`src/rtl/shift_reg_ctrl_pkg.sv`:
```
// Shared types and constants for the shift_reg sequencer.
//   state_t   : controller FSM states
//   DIR_LEFT  : shift toward MSB (din enters at bit 0)
//   DIR_RIGHT : shift toward LSB (din enters at bit WIDTH-1)
package shift_reg_ctrl_pkg;

  typedef enum logic [1:0] {
    IDLE  = 2'd0,
    SHIFT = 2'd1,
    DONE  = 2'd2
  } state_t;

  localparam logic DIR_LEFT  = 1'b0;
  localparam logic DIR_RIGHT = 1'b1;

endpackage

```
`src/rtl/shift_reg_ctrl.sv`:
```
// Sequencer for a serial-in shift register. Accepts a word, direction and
// shift count on a valid/ready command channel, drives the register's
// din/shift_en/dir for exactly that many cycles, then presents the register
// contents on a valid/ready response channel.
//
// Ports:
//   clk, rst_n              : clock (rising edge), async active-low reset
//   cmd_valid/cmd_ready     : command handshake
//   cmd_data/cmd_dir/cmd_len: word, direction (0 left, 1 right), shift count
//                             (0 or >WIDTH means WIDTH)
//   sr_din/sr_shift_en/sr_dir: drive to shift_reg
//   sr_q                    : shift_reg contents
//   rsp_valid/rsp_ready     : response handshake
//   rsp_q                   : register contents at completion
//   busy                    : high whenever not IDLE
//   abort                   : present only with SHIFT_REG_CTRL_ABORT_EN defined;
//                             cancels an operation in SHIFT or DONE
//
// Build option: `define SHIFT_REG_CTRL_ABORT_EN adds the abort input.
module shift_reg_ctrl
  import shift_reg_ctrl_pkg::*;
#(
  parameter int unsigned WIDTH = 8,
  parameter int unsigned CNT_W = $clog2(WIDTH) + 1
) (
  input  logic             clk,
  input  logic             rst_n,
  input  logic             cmd_valid,
  output logic             cmd_ready,
  input  logic [WIDTH-1:0] cmd_data,
  input  logic             cmd_dir,
  input  logic [CNT_W-1:0] cmd_len,
`ifdef SHIFT_REG_CTRL_ABORT_EN
  input  logic             abort,
`endif
  output logic             sr_din,
  output logic             sr_shift_en,
  output logic             sr_dir,
  input  logic [WIDTH-1:0] sr_q,
  output logic             rsp_valid,
  input  logic             rsp_ready,
  output logic [WIDTH-1:0] rsp_q,
  output logic             busy
);

  state_t           state;
  state_t           state_nxt;
  logic [WIDTH-1:0] buffer;
  logic [CNT_W-1:0] count;
  logic             dir_q;
  logic [CNT_W-1:0] eff_len;
  logic             abort_c;
  logic             accept;
  logic             shifting;

`ifdef SHIFT_REG_CTRL_ABORT_EN
  assign abort_c = abort;
`else
  assign abort_c = 1'b0;
`endif

  // Zero and out-of-range lengths both mean a full-width shift.
  assign eff_len  = (cmd_len == '0 || cmd_len > CNT_W'(WIDTH)) ? CNT_W'(WIDTH) : cmd_len;
  assign accept   = (state == IDLE) && cmd_valid;
  assign shifting = (state == SHIFT) && !abort_c;

  // State register
  always_ff @(posedge clk or negedge rst_n) begin
    if (!rst_n) begin
      state <= IDLE;
    end else begin
      state <= state_nxt;
    end
  end

  // Bit buffer, remaining-shift counter and direction latch
  always_ff @(posedge clk or negedge rst_n) begin
    if (!rst_n) begin
      buffer <= '0;
      count  <= '0;
      dir_q  <= DIR_LEFT;
    end else if (accept) begin
      buffer <= cmd_data;
      count  <= eff_len;
      dir_q  <= cmd_dir;
    end else if (shifting) begin
      // Move the next bit to be emitted into the emitting end.
      if (dir_q == DIR_LEFT) begin
        buffer <= {buffer[WIDTH-2:0], 1'b0};
      end else begin
        buffer <= {1'b0, buffer[WIDTH-1:1]};
      end
      count <= count - CNT_W'(1);
    end
  end

  // Next-state logic
  always_comb begin
    state_nxt = state;
    case (state)
      IDLE: begin
        if (cmd_valid) begin
          state_nxt = SHIFT;
        end
      end
      SHIFT: begin
        if (abort_c) begin
          state_nxt = IDLE;
        end else if (count == CNT_W'(1)) begin
          state_nxt = DONE;
        end
      end
      DONE: begin
        if (rsp_ready || abort_c) begin
          state_nxt = IDLE;
        end
      end
      default: state_nxt = IDLE;
    endcase
  end

  // Output decode
  always_comb begin
    cmd_ready   = 1'b0;
    sr_shift_en = 1'b0;
    sr_din      = 1'b0;
    sr_dir      = 1'b0;
    rsp_valid   = 1'b0;
    rsp_q       = '0;
    busy        = 1'b1;
    case (state)
      IDLE: begin
        cmd_ready = 1'b1;
        busy      = 1'b0;
      end
      SHIFT: begin
        sr_shift_en = !abort_c;
        sr_dir      = dir_q;
        sr_din      = (dir_q == DIR_RIGHT) ? buffer[0] : buffer[WIDTH-1];
      end
      DONE: begin
        // Register is frozen here, so a pass-through of sr_q is stable.
        rsp_valid = !abort_c;
        rsp_q     = sr_q;
      end
      default: begin
        busy = 1'b1;
      end
    endcase
  end

endmodule

```
`config.mk`:
```
export PLATFORM = sky130hd
export DESIGN_NAME = shift_reg_ctrl
export DESIGN_NICKNAME = d
export VERILOG_FILES = /design/src/rtl/shift_reg_ctrl_pkg.sv /design/src/rtl/shift_reg_ctrl.sv
export SDC_FILE = /design/constraint.sdc
export NUM_CORES = 1
export LEC_CHECK = 0
export BUFFER_PORTS_ARGS = -buffer_cell sky130_fd_sc_hd__buf_2
export CAP_MARGIN = 10
export CELL_PAD_IN_SITES_DETAIL_PLACEMENT = 1
export CELL_PAD_IN_SITES_GLOBAL_PLACEMENT = 1
export CORE_ASPECT_RATIO = 0.9
export CORE_MARGIN = 2
export CORE_UTILIZATION = 36
export CTS_CLUSTER_SIZE = 24
export DETAILED_ROUTE_END_ITERATION = 12
export HOLD_SLACK_MARGIN = 0.15
export MAX_ROUTING_LAYER = met4
export PLACE_DENSITY = 0.87
export SKIP_CTS_REPAIR_TIMING = 1
export SLEW_MARGIN = 20
export SYNTH_ARGS = -nofsm -noshare
export SYNTH_HDL_FRONTEND = slang
export SYNTH_SLANG_ARGS = --single-unit
export TNS_END_PERCENT = 30
```
`constraint.sdc`:
```
create_clock -name clk -period 4.3 [get_ports clk]
set_input_delay 0.645 -clock clk [delete_from_list [all_inputs] [get_ports clk]]
set_output_delay 0.645 -clock clk [all_outputs]
set_load 0.02 [all_outputs]
```
==> summary.txt <==
final core utilization -> 0.4472
HP Class -> input pin to asynchronous set/reset pin
num rows -> 18
synthesized cell area -> 1002 sq um
Vias -> 860
Post-synth top flop -> dfrtp_1
post-synth net total -> 130
DP HPWL -> 2089 microns
Seq/Total Area, Yosys -> 0.3745
GRT Total Usage -> 0.1832
IO Count -> 39
Core Area -> 2703 sq um
layout cells sized above 1 -> 0.3885
Warnings, synthesis -> 0
max-cap violation count -> 0
Port Buffer Count -> 38
Peak VDD IR -> 265.6 uV
Worst-path clk slew -> 0.09 ns
first-pass GRT wire length -> 4105 microns
Max Root-Sink Buffers -> 2
CTS Root Buffer Type -> clkbuf_4
area grow syn2layout -> 20.60%
Placer Congestion -> 0.7518
Clock Latency Late Sink -> 0.29 ns
ratio of final minimum period to clock period -> 0.5133
Final setup viols -> 0
Setup crit start kind -> flip-flop
critical path class -> flip-flop to primary output
top-area cell type share of the netlist area -> 0.3745
Leakage -> 0.5995 nW
Distinct cells, synth -> 32
Remaining Overflow, GRT -> 0
DR iter-0 viols -> 5
PwrDens -> 645.7 nW/um^2
area of the die -> 3222 sq um
#FFs+latches synth -> 15
Hold WS -> 0.2479 ns
CP max FO -> 9
WP data required -> 3.65 ns
Final Power -> 0.7804 mW
clk_skew -> 0.001361 ns
fin cells -> 169
DR pass1 iterations -> 4
area leader, netlist -> dfrtp_1
n_diodes -> 0
H-tree depth -> 1
total negative slack -> 0 ns
Reg-to-Reg Start -> state[0]$_DFFE_PN0P_
Routed Antenna Nets -> 0
pin count of the biggest net entering global routing -> 19
post-route minimum period -> 2.207 ns
WL per Instance -> 15.74 microns
CP endpoint kind -> primary output
Die Wd -> 59.62 microns
Fillers -> 329
CP Data Arrival Time -> 1.56 ns
Syn Inst Count -> 103
asr flop ratio synth -> 1.000
# clock sinks -> 15
DRC viols -> 0
Avg Inst Size Synth -> 9.730 sq um
synth top area cells -> dfrtp_1 37%, mux2i_1 10%, mux2_2 9.0%, and2_1 5.6%, nand2_1 4.1%
RSZ-0062 raised after global routing -> no
CTS tree -> yes
Rel. slew slack -> 0.4433
Initial Util -> 0.3708
R2R depth -> 3
Die Y -> 54.06 microns
flop-to-flop setup slack -> 2.40 ns
Inst Count DP -> 165
antenna violations before repair -> 0
Fin. Hold Viols -> 0
synth cell count leaders -> 15 x dfrtp_1, 11 x nand2_1, 10 x mux2i_1, 9 x and2_1, 8 x mux2_2
vias in the first global route -> 860
count leader, synth -> dfrtp_1
Post-synth EDFFs -> 0
Worst-Margin Slew -> 0.8342 ns
Final Max Slew Viols -> 0
CTS buffer count -> 3
Total Nets Final -> 167
routed vias/inst -> 5.089
maximum clock frequency -> 453.1 MHz
Reg2Reg Capture Point -> count[1]$_DFFE_PN0P_
outcome -> finished clean
total wire length -> 2660 microns
stage by stage:
stage                     instance area [sq um]  setup WS [ns]
after CTS                                  1209          2.086
after floorplan                            1002          2.353
final                                      1209          2.093
after global routing                       1209          2.009
after detailed placement                   1182          2.174
after global placement                     1182          2.272
critical path: stages (launching register included):
cell and delay [ns]:
dfrtp_1 0.54, or2b_1 0.32, inv_1 0.12, and2_1 0.13
buf_2 0.16
how the worst max path moves through the flow:
stage                    startpoint              endpoint  slack (ns)  depth (start not counted)
2_1_floorplan  state[0]$_DFFE_PN0P_              rsp_q[0]        2.35                          4
3_3_place_gp              cmd_valid  count[1]$_DFFE_PN0P_        2.27                          4
3_5_place_dp              cmd_valid  count[1]$_DFFE_PN0P_        2.17                          4
4_1_cts        state[0]$_DFFE_PN0P_                sr_dir        2.09                          4
5_1_grt        state[0]$_DFFE_PN0P_                sr_dir        2.01                          4
6_report       state[0]$_DFFE_PN0P_                sr_dir        2.09                          4
layout by cell type, fill, tap and decap left out:
cell type	synthesis	layout
o21ai_1	4	4
nand2_1	11	11
o21bai_2	1	1
or2_2	1	1
nor3_1	2	2
o41ai_1	1	1
nor3b_4	1	1
and2b_1	1	1
mux2i_1	10	10
inv_1	7	7
xor2_1	1	1
nor2_1	2	2
buf_2	2	38
ha_1	2	2
clkbuf_4	0	3
and2b_2	1	1
mux2_2	8	8
or2b_1	2	2
dfrtp_1	15	15
a221oi_1	1	1
nor2b_1	2	2
o21ai_0	7	7
clkbuf_1	1	1
a32oi_1	1	1
nand3b_1	3	3
and2_1	9	9
o21ai_2	1	1
nor3b_1	1	1
nand2b_1	1	1
o21bai_1	1	1
registers in the layout, indices dropped and copies added (netlist names):
name,cells
count,4
buffer,8
state,2
dir_q,1
cell families (layout without fill, tap and decap cells):
kind of cell / Yosys count / after routing / share of synthesized area
simple gates: 37 / 37 / 0.2197
mux: 18 / 18 / 0.1898
compound gates: 17 / 17 / 0.1086
flops: 15 / 15 / 0.3745
buf+inv: 13 / 49 / 0.07366
fa+ha+maj: 2 / 2 / 0.02496
xor+xnor: 1 / 1 / 0.008741
power breakdown:
group	total [mW]	switching (mW)	internal [mW]
Clock	0.0846	0.0485	0.0361
Sequential	0.294	0.0868	0.207
Combinational	0.402	0.211	0.191
Total	0.780	0.346	0.434
final cells by class:
cell class	instances	area [sq um]	share of cell area
multi-input cells	75	553.0	0.4576
clock buffers	4	26.28	0.02174
flip-flops and latches	15	375.4	0.3106
inverters	7	26.28	0.02174
repair buffers	38	190.2	0.1573
well taps	30	37.54	0.03106
routing by layer:
layer | vias to the layer above | share of wire | track usage
met3 | 5 | 0.056 | 0.03125
met5 | - | 0 | -
met4 | 0 | 0.014 | 0.06667
met2 | 33 | 0.51 | 0.3260
li1 | 419 | - | -
met1 | 403 | 0.42 | 0.2077
Note: power is estimated with default switching activity, not from simulation.
